`src/rtl/norm_shift_pkg.sv`:
```
// Shared mode encoding and width helper for the normalising shifter pipeline.
package norm_shift_pkg;

  typedef enum logic [1:0] {
    MODE_LEFT  = 2'b00,
    MODE_RIGHT = 2'b01,
    MODE_NORM  = 2'b10,
    MODE_PASS  = 2'b11
  } mode_e;

  function automatic int clog2(input int unsigned n);
    int r;
    r = 0;
    for (int unsigned v = n - 1; v > 0; v = v >> 1) r++;
    return r;
  endfunction

endpackage

```
`src/rtl/lzc_n.sv`:
```
// Combinational leading-zero counter; count is 0 when the operand is all zeros.
module lzc_n
  import norm_shift_pkg::*;
#(
  parameter  int WIDTH = 24,
  localparam int CNT_W = clog2(WIDTH) + 1
) (
  input  logic [WIDTH-1:0] data,
  output logic [CNT_W-1:0] count,
  output logic             zero
);

  // Scan upward so the highest set bit determines the final count.
  always_comb begin
    count = '0;
    zero  = 1'b1;
    for (int unsigned i = 0; i < WIDTH; i++) begin
      if (data[i]) begin
        count = CNT_W'(WIDTH - 1 - i);
        zero  = 1'b0;
      end
    end
  end

endmodule

```
`src/rtl/norm_shift_pipe.sv`:
```
// Two-stage shift/normalise pipeline: S1 resolves the shift amount, S2 applies
// a log2-staged barrel shift with sticky collection for right shifts.
module norm_shift_pipe
  import norm_shift_pkg::*;
#(
  parameter  int WIDTH = 24,
  parameter  int TAG_W = 4,
  localparam int AMT_W = clog2(WIDTH) + 1
) (
  input  logic             clk,
  input  logic             rst,
  input  logic             in_valid,
  output logic             in_ready,
  input  logic [WIDTH-1:0] in_data,
  input  logic [AMT_W-1:0] in_amt,
  input  logic [1:0]       in_mode,
  input  logic [TAG_W-1:0] in_tag,
  output logic             out_valid,
  input  logic             out_ready,
  output logic [WIDTH-1:0] out_data,
  output logic             out_sticky,
  output logic [AMT_W-1:0] out_amt,
  output logic             out_zero,
  output logic [TAG_W-1:0] out_tag
);

  mode_e             mode;
  logic [AMT_W-1:0]  lz_count;
  logic              lz_zero;
  logic [AMT_W-1:0]  eff_amt;

  logic              s1_full;
  logic [WIDTH-1:0]  s1_data;
  mode_e             s1_mode;
  logic [TAG_W-1:0]  s1_tag;
  logic [AMT_W-1:0]  s1_amt;
  logic              s1_zero;

  logic              s2_adv;
  logic [WIDTH-1:0]  sh_data;
  logic              sh_sticky;

  assign mode = mode_e'(in_mode);

  lzc_n #(.WIDTH(WIDTH)) u_lzc (
    .data  (in_data),
    .count (lz_count),
    .zero  (lz_zero)
  );

  always_comb begin
    case (mode)
      MODE_NORM: eff_amt = lz_zero ? '0 : lz_count;
      MODE_PASS: eff_amt = '0;
      default:   eff_amt = in_amt;
    endcase
  end

  assign s2_adv   = !out_valid || out_ready;
  assign in_ready = !rst && (!s1_full || s2_adv);

  always_ff @(posedge clk) begin
    if (rst) begin
      s1_full <= 1'b0;
      s1_data <= '0;
      s1_mode <= MODE_LEFT;
      s1_tag  <= '0;
      s1_amt  <= '0;
      s1_zero <= 1'b0;
    end else if (in_ready) begin
      s1_full <= in_valid;
      if (in_valid) begin
        s1_data <= in_data;
        s1_mode <= mode;
        s1_tag  <= in_tag;
        s1_amt  <= eff_amt;
        s1_zero <= lz_zero;
      end
    end
  end

  // Each stage k drops the low 2**k bits into sticky before shifting; masks
  // wider than the datapath saturate to all ones, covering over-range amounts.
  always_comb begin
    sh_data   = s1_data;
    sh_sticky = 1'b0;
    for (int unsigned k = 0; k < AMT_W; k++) begin
      if (s1_amt[k]) begin
        if (s1_mode == MODE_RIGHT) begin
          sh_sticky = sh_sticky | (|(sh_data & ~({WIDTH{1'b1}} << (1 << k))));
          sh_data   = sh_data >> (1 << k);
        end else begin
          sh_data   = sh_data << (1 << k);
        end
      end
    end
  end

  always_ff @(posedge clk) begin
    if (rst) begin
      out_valid  <= 1'b0;
      out_data   <= '0;
      out_sticky <= 1'b0;
      out_amt    <= '0;
      out_zero   <= 1'b0;
      out_tag    <= '0;
    end else if (s2_adv) begin
      out_valid <= s1_full;
      if (s1_full) begin
        out_data   <= sh_data;
        out_sticky <= sh_sticky;
        out_amt    <= s1_amt;
        out_zero   <= s1_zero;
        out_tag    <= s1_tag;
      end
    end
  end

endmodule

```
`config.mk`:
```
export PLATFORM = sky130hd
export DESIGN_NAME = norm_shift_pipe
export DESIGN_NICKNAME = d
export VERILOG_FILES = /design/src/rtl/norm_shift_pkg.sv /design/src/rtl/lzc_n.sv /design/src/rtl/norm_shift_pipe.sv
export SDC_FILE = /design/constraint.sdc
export NUM_CORES = 1
export LEC_CHECK = 0
export CAP_MARGIN = 25
export CORE_MARGIN = 3
export CORE_UTILIZATION = 40
export CTS_CLUSTER_SIZE = 10
export DETAILED_ROUTE_END_ITERATION = 10
export PLACE_DENSITY_LB_ADDON = 0.12
export SYNTH_ARGS = -nofsm -noshare
export SYNTH_HDL_FRONTEND = slang
export SYNTH_SLANG_ARGS = --single-unit
```
`constraint.sdc`:
```
create_clock -name clk -period 9.25 [get_ports clk]
set_clock_uncertainty 0.05 [all_clocks]
set_input_delay 1.85 -clock clk [delete_from_list [all_inputs] [get_ports clk]]
set_output_delay 1.85 -clock clk [all_outputs]
set_load 0.02 [all_outputs]
```
==> results.ini, run 1 <==
[outcome]
status=completed

[floorplan]
fp.dieW_um=130
die_h_um=130
rows=44
ios=78
die_area_um2=17000
core-area_um2=14800
initial_core_util_pct=41.8

[clock_tree]
htreeDepth=3
numCtsBuffers=9
cts_setup_buffers=0
clkLatencyLatePin_ns=0.34
clock_sinks=75
clkTransAtPathRegs_ns=0.06
clockBufferDepth=2
cts_tree=yes
cts-resized-gates=0
cts_hold_buf=0
cts_root_buf=clkbuf_16

[setup_path]
required_ns=7.35
end_kind=output port
crit_type=in2out
cpPeakStageDelay_ns=0.65
crit_chain=clkdlybuf4s50_1, buf_4, a21oi_1, clkdlybuf4s50_1
crit_top_cell=clkdlybuf4s50_1
worst_ep_arrival_time_ns=3.47
worst-path-max-fanout=46
start_kind=input port
crit_slowest_cell=clkdlybuf4s50_1

[yosys]
yosys_warnings=0
synth_seq_cells=75
ys_seq_area_share_pct=24.3
ys.flop_type=dfxtp_1
async_flop_share_pct=0
yosysUniqueCellTypes=72
syn_inst=863
synth_nets=903
synth_edf_count=0
syn_area_per_cell_um2=7.17
syn_area_um2=6180

[placed_design]
io_buffers=77
place.gp.congestion=0.925
dpl.cell_count=1043
hpwl_um=17500

[grt]
grt_pass1_wl_um=37000
grt_pass1_vias=6526
overflow=0
track_usage_pct=28.0
antenna_found_initial=0
grt_max_degree=81

[timing]
tightest_slew_ns=0.959
timing.setup.tns_ns=0
fmax_ghz=0.186
finalMaxSlewViolations=0
maxSlewHeadroom_pct=35.1
rsz0062_at_grt=no
finalHoldViolCount=0
setup_viol=0
finalCritPeriodShare_pct=58.0
period_minus_slack_ns=5.37

[power_and_ir_drop]
ir_drop_v=0.0000950
power_density_nw_per_um2=152
p_leak_nw=2.54
power_mw=1.09

[route]
wl_per_cell_um=22.9
drt_iter0_markers=898
post-route-drc-count=0
dr_total_vias=7058
ant_nets=0
dr.pass1.iters=5
wirelength_um=24200
vias_per_cell=6.66

[layout]
diodes=0
syn2layout_area_growth_pct=15.9
layout.cells.non_filler=1059
multi_input_area_um2=4190
seq_area_um2=1500
nNetsFinal=910
fillers=1507
drive_gt1_share_pct=6.51

[job]
max_cap_viol_count=0

[min_path]
holdCritPathClass=reg2reg

[per-stage QoR]
step                area [um2]  utilization [%]  hold slack [ns]  setup slack, ns
detailed placement        6850             46.3            0.401             3.90
floorplan                 6180                -            0.382             4.91
CTS                       7170             48.4            0.409             3.88
finish                    7170             48.4            0.403             3.88
global route              7170             48.4            0.430             3.83
global placement          6850             46.3            0.397             3.91
[synthesized netlist by cell type (11+ instances only)]
cell | number | area (um2)
nand2_1 | 122 | 458
dfxtp_1 | 75 | 1500
a21oi_1 | 73 | 365
nor2_1 | 73 | 274
clkbuf_1 | 50 | 188
nand3_1 | 40 | 200
nor3_1 | 34 | 170
o21ai_0 | 34 | 170
buf_2 | 26 | 130
a211oi_1 | 24 | 180
a22oi_1 | 22 | 165
inv_1 | 18 | 67.6
mux2i_1 | 18 | 180
o31ai_1 | 16 | 120
a211o_1 | 13 | 114
o22ai_1 | 12 | 75.1
nor2b_1 | 11 | 68.8
[area by class of cell]
class / instances / share of cell area (%)
clock buffer: 11 / 3.25
tap: 184 / 3.21
clock inverter: 5 / 1.20
timing repair buffer: 88 / 11.9
sequential: 75 / 21.0
multi-input combinational: 677 / 58.5
inverter: 19 / 0.995
[path summary, 6_finish.rpt]
kind | from | end | slack [ns] | cells after the start
worst min-delay path | out_amt[4] | out_amt[4] | 0.40 | 2
worst max-delay path | rst | in_ready | 3.88 | 4
worst max register to register | s1_mode[1] | out_sticky | 4.77 | 10
worst min register to register | out_amt[4] | out_amt[4] | 0.40 | 2
[cells in the final DEF (no fill, tap or decap), drive strengths merged, types with 7 or more instances in the layout]
cell type,Yosys,layout
o21bai,7,7
o21ai,34,34
and3,9,9
nor3,34,34
nor2,73,73
o211ai,10,10
and2,7,7
a22oi,22,22
nor2b,12,12
dfxtp,75,75
and3b,8,8
mux2,10,10
o31ai,16,16
nor4,8,8
clkbuf,50,11
a21oi,74,74
nand3,40,40
nand2,122,122
buf,42,11
a211o,13,13
a31oi,10,10
clkdlybuf4s50,0,77
mux4,8,8
inv,19,20
mux2i,18,18
o22ai,12,12
nand2b,11,11
a211oi,24,24
[kinds of logic (layout without fill, tap and decap cells)]
group                  after synthesis  in the layout  share of synthesized area, %
muxes                               36             36                          7.65
DFF                                 75             75                          24.3
buffers and inverters              111            123                          7.93
AOI/OAI and AO/OA                  295            295                          33.2
and+or+nand+nor                    346            346                          26.9
[worst max-delay path: cells and delay by family]
kind	cells	cell delay [ns]
compound gates	1	0.28
buf+inv	3	1.33
[layer usage]
| metal | up-vias | GRT usage, % | part of all wire (%) |
|---|---|---|---|
| li1 | 3249 | - | - |
| met1 | 3380 | 38.5 | 43 |
| met2 | 369 | 43.1 | 44 |
| met3 | 60 | 5.61 | 8.4 |
| met4 | 0 | 11.3 | 4.1 |
| met5 | - | 0 | 0 |
[report_power, final]
| part | switching (mW) | internal [mW] | leakage, nW | total [mW] |
|---|---|---|---|---|
| Sequential | 0.0332 | 0.341 | 0.615 | 0.374 |
| Clock | 0.139 | 0.238 | 0.154 | 0.378 |
| Combinational | 0.209 | 0.130 | 1.77 | 0.339 |
[sequential cells by signal, summed over array words and instances (netlist names)]
| name | cells |
|---|---|
| s1_amt | 6 |
| out_tag | 4 |
| out_sticky | 1 |
| out_amt | 6 |
| s1_zero | 1 |
| s1_mode | 2 |
| out_valid | 1 |
| s1_full | 1 |
| out_zero | 1 |
| s1_tag | 4 |
| s1_data | 24 |
| out_data | 24 |
No activity file was read; power rests on OpenSTA's default activity.
==> inputs of run 2 (changes only) <==
clock period = 5.1 ns   (was 9.25 ns; I/O delays follow)
==> results.ini, run 2 (synthesized netlist as in run 1, its figures left out) <==
[floorplan]
fp.dieW_um=130  ; unchanged
rows=44  ; unchanged
die_area_um2=17000  ; unchanged
die_h_um=130  ; unchanged
ios=78  ; unchanged
initial_core_util_pct=41.8  ; unchanged
core-area_um2=14800  ; unchanged

[clock_tree]
clkLatencyLatePin_ns=0.35  ; about the same
clkTransAtPathRegs_ns=0.07  ; about the same
htreeDepth=3  ; unchanged
cts_setup_buffers=0  ; unchanged
numCtsBuffers=9  ; unchanged
cts_root_buf=clkbuf_16
cts-resized-gates=0  ; unchanged
clock_sinks=75  ; unchanged
cts_tree=yes
cts_hold_buf=0  ; unchanged
clockBufferDepth=2  ; unchanged

[timing]
finalCritPeriodShare_pct=86.3
rsz0062_at_grt=no
fmax_ghz=0.227
maxSlewHeadroom_pct=32.3  ; -2.8 points
finalMaxSlewViolations=0  ; unchanged
timing.setup.tns_ns=0  ; unchanged
finalHoldViolCount=0  ; unchanged
setup_viol=0  ; unchanged
period_minus_slack_ns=4.40
tightest_slew_ns=1.01  ; +0.0553 ns

[layout]
reg_top3=out_data x24, s1_data x24
drive_gt1_share_pct=7.59  ; +1.1 points
syn2layout_area_growth_pct=16.7
diodes=0  ; unchanged
final_common_cell=nand2_1
multi_input_area_um2=4190  ; unchanged
nNetsFinal=918  ; +0.88%
layout_common_cells=122 x nand2_1, 77 x clkdlybuf4s50_1, 73 x a21oi_1, 73 x nor2_1, 73 x dfxtp_1
fillers=1483  ; -1.6%
seq_area_um2=1500  ; unchanged

[grt]
track_usage_pct=28.8  ; +0.83 points
grt_pass1_wl_um=37900  ; +2.4%
top_usage_layer=met2
grt_max_degree=66  ; -19%
use_met1_pct=40.1  ; +1.6 points
overflow=0  ; unchanged
met2_usage_pct=42.2  ; -0.94 points
antenna_found_initial=0  ; unchanged
met3_usage_pct=6.63  ; +1.0 points
grt_pass1_vias=6668  ; +2.2%

[setup_path]
end_kind=flop
start_kind=flop
worst-path-max-fanout=38  ; -17%
required_ns=5.28  ; -2.07 ns
crit_slowest_cell=nor2b_4
crit_type=reg2reg
worst_ep_arrival_time_ns=4.58  ; +1.11 ns
cpPeakStageDelay_ns=0.89  ; +0.24 ns
crit_chain=nor2b_4, mux2i_1, o22ai_1, or2_1, a32o_1, a211o_1, or4_1, nor4_1, a41oi_1, o41a_1

[placed_design]
place.gp.congestion=0.967  ; +4.5%
io_buffers=77  ; unchanged
hpwl_um=17900  ; +2.3%

[power_and_ir_drop]
power_mw=1.93  ; +77%
ir_drop_v=0.000147  ; +55%
p_leak_nw=2.57  ; +1.1%
power_density_nw_per_um2=267  ; +76%

[route]
vias_per_cell=6.68  ; +0.23%
wirelength_um=24500  ; +1.0%
post-route-drc-count=0  ; unchanged
dr_total_vias=7128  ; +0.99%
wl_per_cell_um=22.9  ; +0.28%
ant_nets=0  ; unchanged
dr.pass1.iters=6  ; +1
drt_iter0_markers=941  ; +4.8%

[job]
max_cap_viol_count=0  ; unchanged

[outcome]
status=completed

[min_path]
holdCritPathClass=reg2reg

==> run 2: cell types whose count changed in the layout (fill, tap and decap cells not counted), sizes merged <==
cell      delta
clkbuf       -2
clkinv       +1
clkinvlp     +1
inv          +2
buf          +8
bufinv       -2
==> run 2: path summary, 6_finish.rpt <==
check / depth (start not counted) / slack, ns / from / endpoint
setup / recovery: 10 / 0.70 / s1_mode[0] / out_sticky
hold / removal: 2 / 0.40 / s1_tag[0] / out_tag[0]
setup reg to reg: 10 / 0.70 / s1_mode[0] / out_sticky
hold reg to reg: 2 / 0.40 / s1_tag[0] / out_tag[0]
==> run 2: cell type report <==
cell class | instances | share of cell area, %
multi-input cells | 677 | 58.1
flip-flops and latches | 75 | 20.8
repair buffers | 96 | 12.8
well taps | 184 | 3.19
clock buffers | 9 | 3.12
inverters | 19 | 0.988
clock inverters | 7 | 0.971
==> run 2: per-layer routing <==
layer | part of all wire [%] | vias up
met5 | 0 | -
met4 | 4.4 | 0
met3 | 9.3 | 79
met2 | 43 | 409
met1 | 43 | 3368
li1 | - | 3272
==> run 2: report_power, final <==
group          switching, mW  total [mW]  internal [mW]  leakage, nW
Sequential            0.0692       0.688          0.619        0.615
Clock                  0.290       0.632          0.342        0.141
Combinational          0.367       0.609          0.242         1.81
Total                  0.726        1.93           1.20         2.57
==> run 2: through the flow <==
| step | setup WS (ns) | hold WS [ns] | utilization [%] | area [um2] | cells |
|---|---|---|---|---|---|
| 3_3_place_gp | 0.912 | 0.390 | 46.8 | 6920 | 1051 |
| 2_1_floorplan | 2.05 | 0.382 | - | 6180 | 863 |
| 5_1_grt | 0.533 | 0.428 | 48.7 | 7220 | 1067 |
| 6_report | 0.700 | 0.404 | 48.7 | 7220 | 1067 |
| 4_1_cts | 0.798 | 0.405 | 48.7 | 7220 | 1067 |
| 3_5_place_dp | 0.836 | 0.400 | 46.8 | 6920 | 1051 |
==> run 2: worst max-delay path: cells and delay by family (launching register included) <==
| family | cells | cell delay (ns) |
|---|---|---|
| AO/OA/AOI/OAI | 5 | 1.19 |
| multiplexers | 1 | 0.27 |
| flip-flops | 1 | 0.73 |
| AND/OR/NAND/NOR | 4 | 2.02 |
==> inputs of run 3 (changes only) <==
GPL_ROUTABILITY_DRIVEN = 0   (was not set)
SYNTH_HIERARCHICAL = 1   (was not set)
==> results.ini, run 3 <==
[outcome]
status=completed

[yosys]
yosysUniqueCellTypes=85  ; +18%
async_flop_share_pct=0  ; unchanged
synth_nets=935  ; +3.5%
synth.top_cells.by_count=163 x nand2_1, 84 x nor2_1, 80 x a21oi_1
synth_xor_xnor_area_share_pct=0  ; unchanged
ys_seq_area_share_pct=23.8  ; -0.45 points
yosys_warnings=6  ; +6
synthTopCellsByArea=dfxtp_1 24%, nand2_1 9.7%, a21oi_1 6.4%, nor2_1 5.0%, mux2i_1 2.9%
ys.flop_type=dfxtp_1
syn_area_um2=6300  ; +1.9%
syn_inst=895  ; +3.7%
synth-compound-area-share_pct=31.9  ; -1.4 points
synth_top_area_share_pct=23.8  ; -0.45 points
synth_top_family_by_area=compound AO/OA/AOI/OAI gates
yosysMostFrequentCell=nand2_1
synth-adder-area-share_pct=0  ; unchanged
syn_area_per_cell_um2=7.04  ; -1.8%
synth_mux_area_share_pct=6.14  ; -1.5 points
synth_edf_count=0  ; unchanged
synth_seq_cells=75  ; unchanged
synthSimpleGateAreaFrac_pct=30.3  ; +3.4 points
synth_top_area_cell=dfxtp_1

[grt]
grt_max_degree=76  ; +15%
track_usage_pct=26.7  ; -2.1 points
antenna_found_initial=0  ; unchanged
grt_pass1_vias=6717  ; +0.73%
overflow=0  ; unchanged
grt_pass1_wl_um=37800  ; -0.29%

[timing]
maxSlewHeadroom_pct=44.7  ; +12 points
finalHoldViolCount=0  ; unchanged
fmax_ghz=0.236  ; +3.8%
period_minus_slack_ns=4.24  ; -0.161 ns
finalMaxSlewViolations=0  ; unchanged
tightest_slew_ns=0.827  ; -0.187 ns
setup_viol=0  ; unchanged
rsz0062_at_grt=no
finalCritPeriodShare_pct=83.1  ; -3.2 points
timing.setup.tns_ns=0  ; unchanged

[layout]
final_common_cell=nand2_1
final_area_um2=7400  ; +2.5%
layout.cells.non_filler=1137  ; +6.6%
utilization_pct=48.3  ; -0.42 points
drive_gt1_share_pct=8.32  ; +0.73 points
syn2layout_area_growth_pct=17.5
diodes=0  ; unchanged
nNetsFinal=961  ; +4.7%
reg_top3=out_data x24, s1_data x24
layout_common_cells=163 x nand2_1, 84 x nor2_1, 80 x a21oi_1

[min_path]
min_from=s1_tag[2]
holdCritPathClass=reg2reg

[setup_path]
start_kind=flop
worst-path-max-fanout=63  ; +66%
end_kind=flop
crit_family=compound AO/OA/AOI/OAI gates
worst_ep_arrival_time_ns=4.39  ; -0.19 ns
required_ns=5.25  ; -0.03 ns
crit_slowest_cell=dfxtp_1
ff2ff_setup_slack_ns=0.86  ; +0.16 ns
crit_type=reg2reg
cpPeakStageDelay_ns=0.68  ; -0.21 ns
crit_buf_inv=0  ; unchanged
timing.rr.start=s1_mode[0]
crit_chain=nand2b_4, nand2_1, a21oi_1, a2111oi_4, o22ai_1, a211oi_1, nand4b_1, or4_1, o41ai_1, a311oi_1
crit_start=s1_mode[0]

[power_and_ir_drop]
p_leak_nw=2.55  ; -0.66%
seqPwrFrac_pct=36.2  ; +0.6 points
power_mw=1.90  ; -1.8%
power_density_nw_per_um2=256  ; -4.2%
clkPwrFrac_pct=32.5  ; -0.3 points
ir_drop_v=0.000149  ; +1.4%
switching_share_pct=37.5  ; -0.19 points
power_frac_comb_pct=31.3  ; -0.3 points
p_int_mw=1.19  ; -1.5%
power_switching_uw=710  ; -2.3%

[clock_tree]
numCtsBuffers=9  ; unchanged
clkTransAtPathRegs_ns=0.07  ; about the same
cts_hold_buf=0  ; unchanged
cts_setup_buffers=0  ; unchanged
clockBufferDepth=2  ; unchanged
clkLatencyLatePin_ns=0.34  ; about the same
cts_tree=yes
clock_sinks=75  ; unchanged
htreeDepth=3  ; unchanged
cts-resized-gates=0  ; unchanged
cts_root_buf=clkbuf_16

[placed_design]
dpl.cell_count=1120  ; +6.6%
hpwl_um=17100  ; -4.2%
io_buffers=77  ; unchanged
placed_area_um2=7090  ; +2.4%

[route]
dr.pass1.iters=6  ; unchanged
wirelength_um=24000  ; -2.0%
ant_nets=0  ; unchanged
post-route-drc-count=0  ; unchanged
dr_total_vias=7358  ; +3.2%
wl_per_cell_um=21.1  ; -8.0%
vias_per_cell=6.47  ; -3.1%
drt_iter0_markers=1166  ; +24%

[floorplan]
die_area_um2=17300  ; +1.8%
die_h_um=132  ; +0.89%
rows=45  ; +2.3%
initial_core_util_pct=41.1  ; -0.62 points
fp.dieW_um=132  ; +0.89%
ios=78  ; unchanged
core-area_um2=15300  ; +3.4%

[job]
max_cap_viol_count=0  ; unchanged

run 3: cell count changes in the layout (fill, tap and decap cells not counted), moves of 9 or more:
cell	delta
nor2_1	+11
nand3b_1	+20
nor3_1	-9
nand3_1	-27
nand2_1	+41
run 3: power by group through the flow:
stage                     Clock (mW)  Sequential, mW  Combinational, mW
after floorplan                    0           0.665              0.398
after global placement             0           0.696              0.575
after detailed placement           0           0.696              0.569
after CTS                      0.627           0.683              0.572
after global routing           0.653           0.690              0.637
final                          0.615           0.687              0.593
run 3: final timing paths:
kind,end,cells after the start
worst max-delay path,out_sticky,10
worst min-delay path,out_tag[2],2
worst max register to register,out_sticky,10
worst min register to register,out_tag[2],2
run 3: layout make-up:
type | count | area (um2)
Fill cell | 1582 | 7910
Multi-Input combinational cell | 715 | 4320
Sequential cell | 75 | 1500
Timing Repair Buffer | 101 | 962
Tap cell | 211 | 264
Clock buffer | 9 | 225
Inverter | 19 | 71.3
Clock inverter | 7 | 60.1
run 3: stage by stage:
step           setup slack [ns]  hold WS (ns)
2_1_floorplan              1.97         0.382
3_3_place_gp               1.10         0.389
3_5_place_dp               1.02         0.397
4_1_cts                   0.989         0.407
5_1_grt                   0.627         0.421
6_report                  0.861         0.403
run 3: cells by family after synthesis:
logic type	after synthesis
DFF	75
buffers and inverters	105
and+or+nand+nor	393
muxes	32
AOI/OAI and AO/OA	289
other	1
run 3: worst reg2reg max path: stages, from the launching register on:
cell,delay (ns)
dfxtp_1,0.68
nand2b_4,0.52
nand2_1,0.22
a21oi_1,0.11
a2111oi_4,0.68
o22ai_1,0.14
a211oi_1,0.47
nand4b_1,0.15
or4_1,0.59
o41ai_1,0.38
a311oi_1,0.13
run 3: metal layers:
metal	GRT usage [%]	part of all wire (%)	vias up
met5	0	0	-
met4	12.2	4.6	0
met3	6.32	11	93
met2	39.1	43	499
met1	37.1	42	3404
li1	-	-	3362
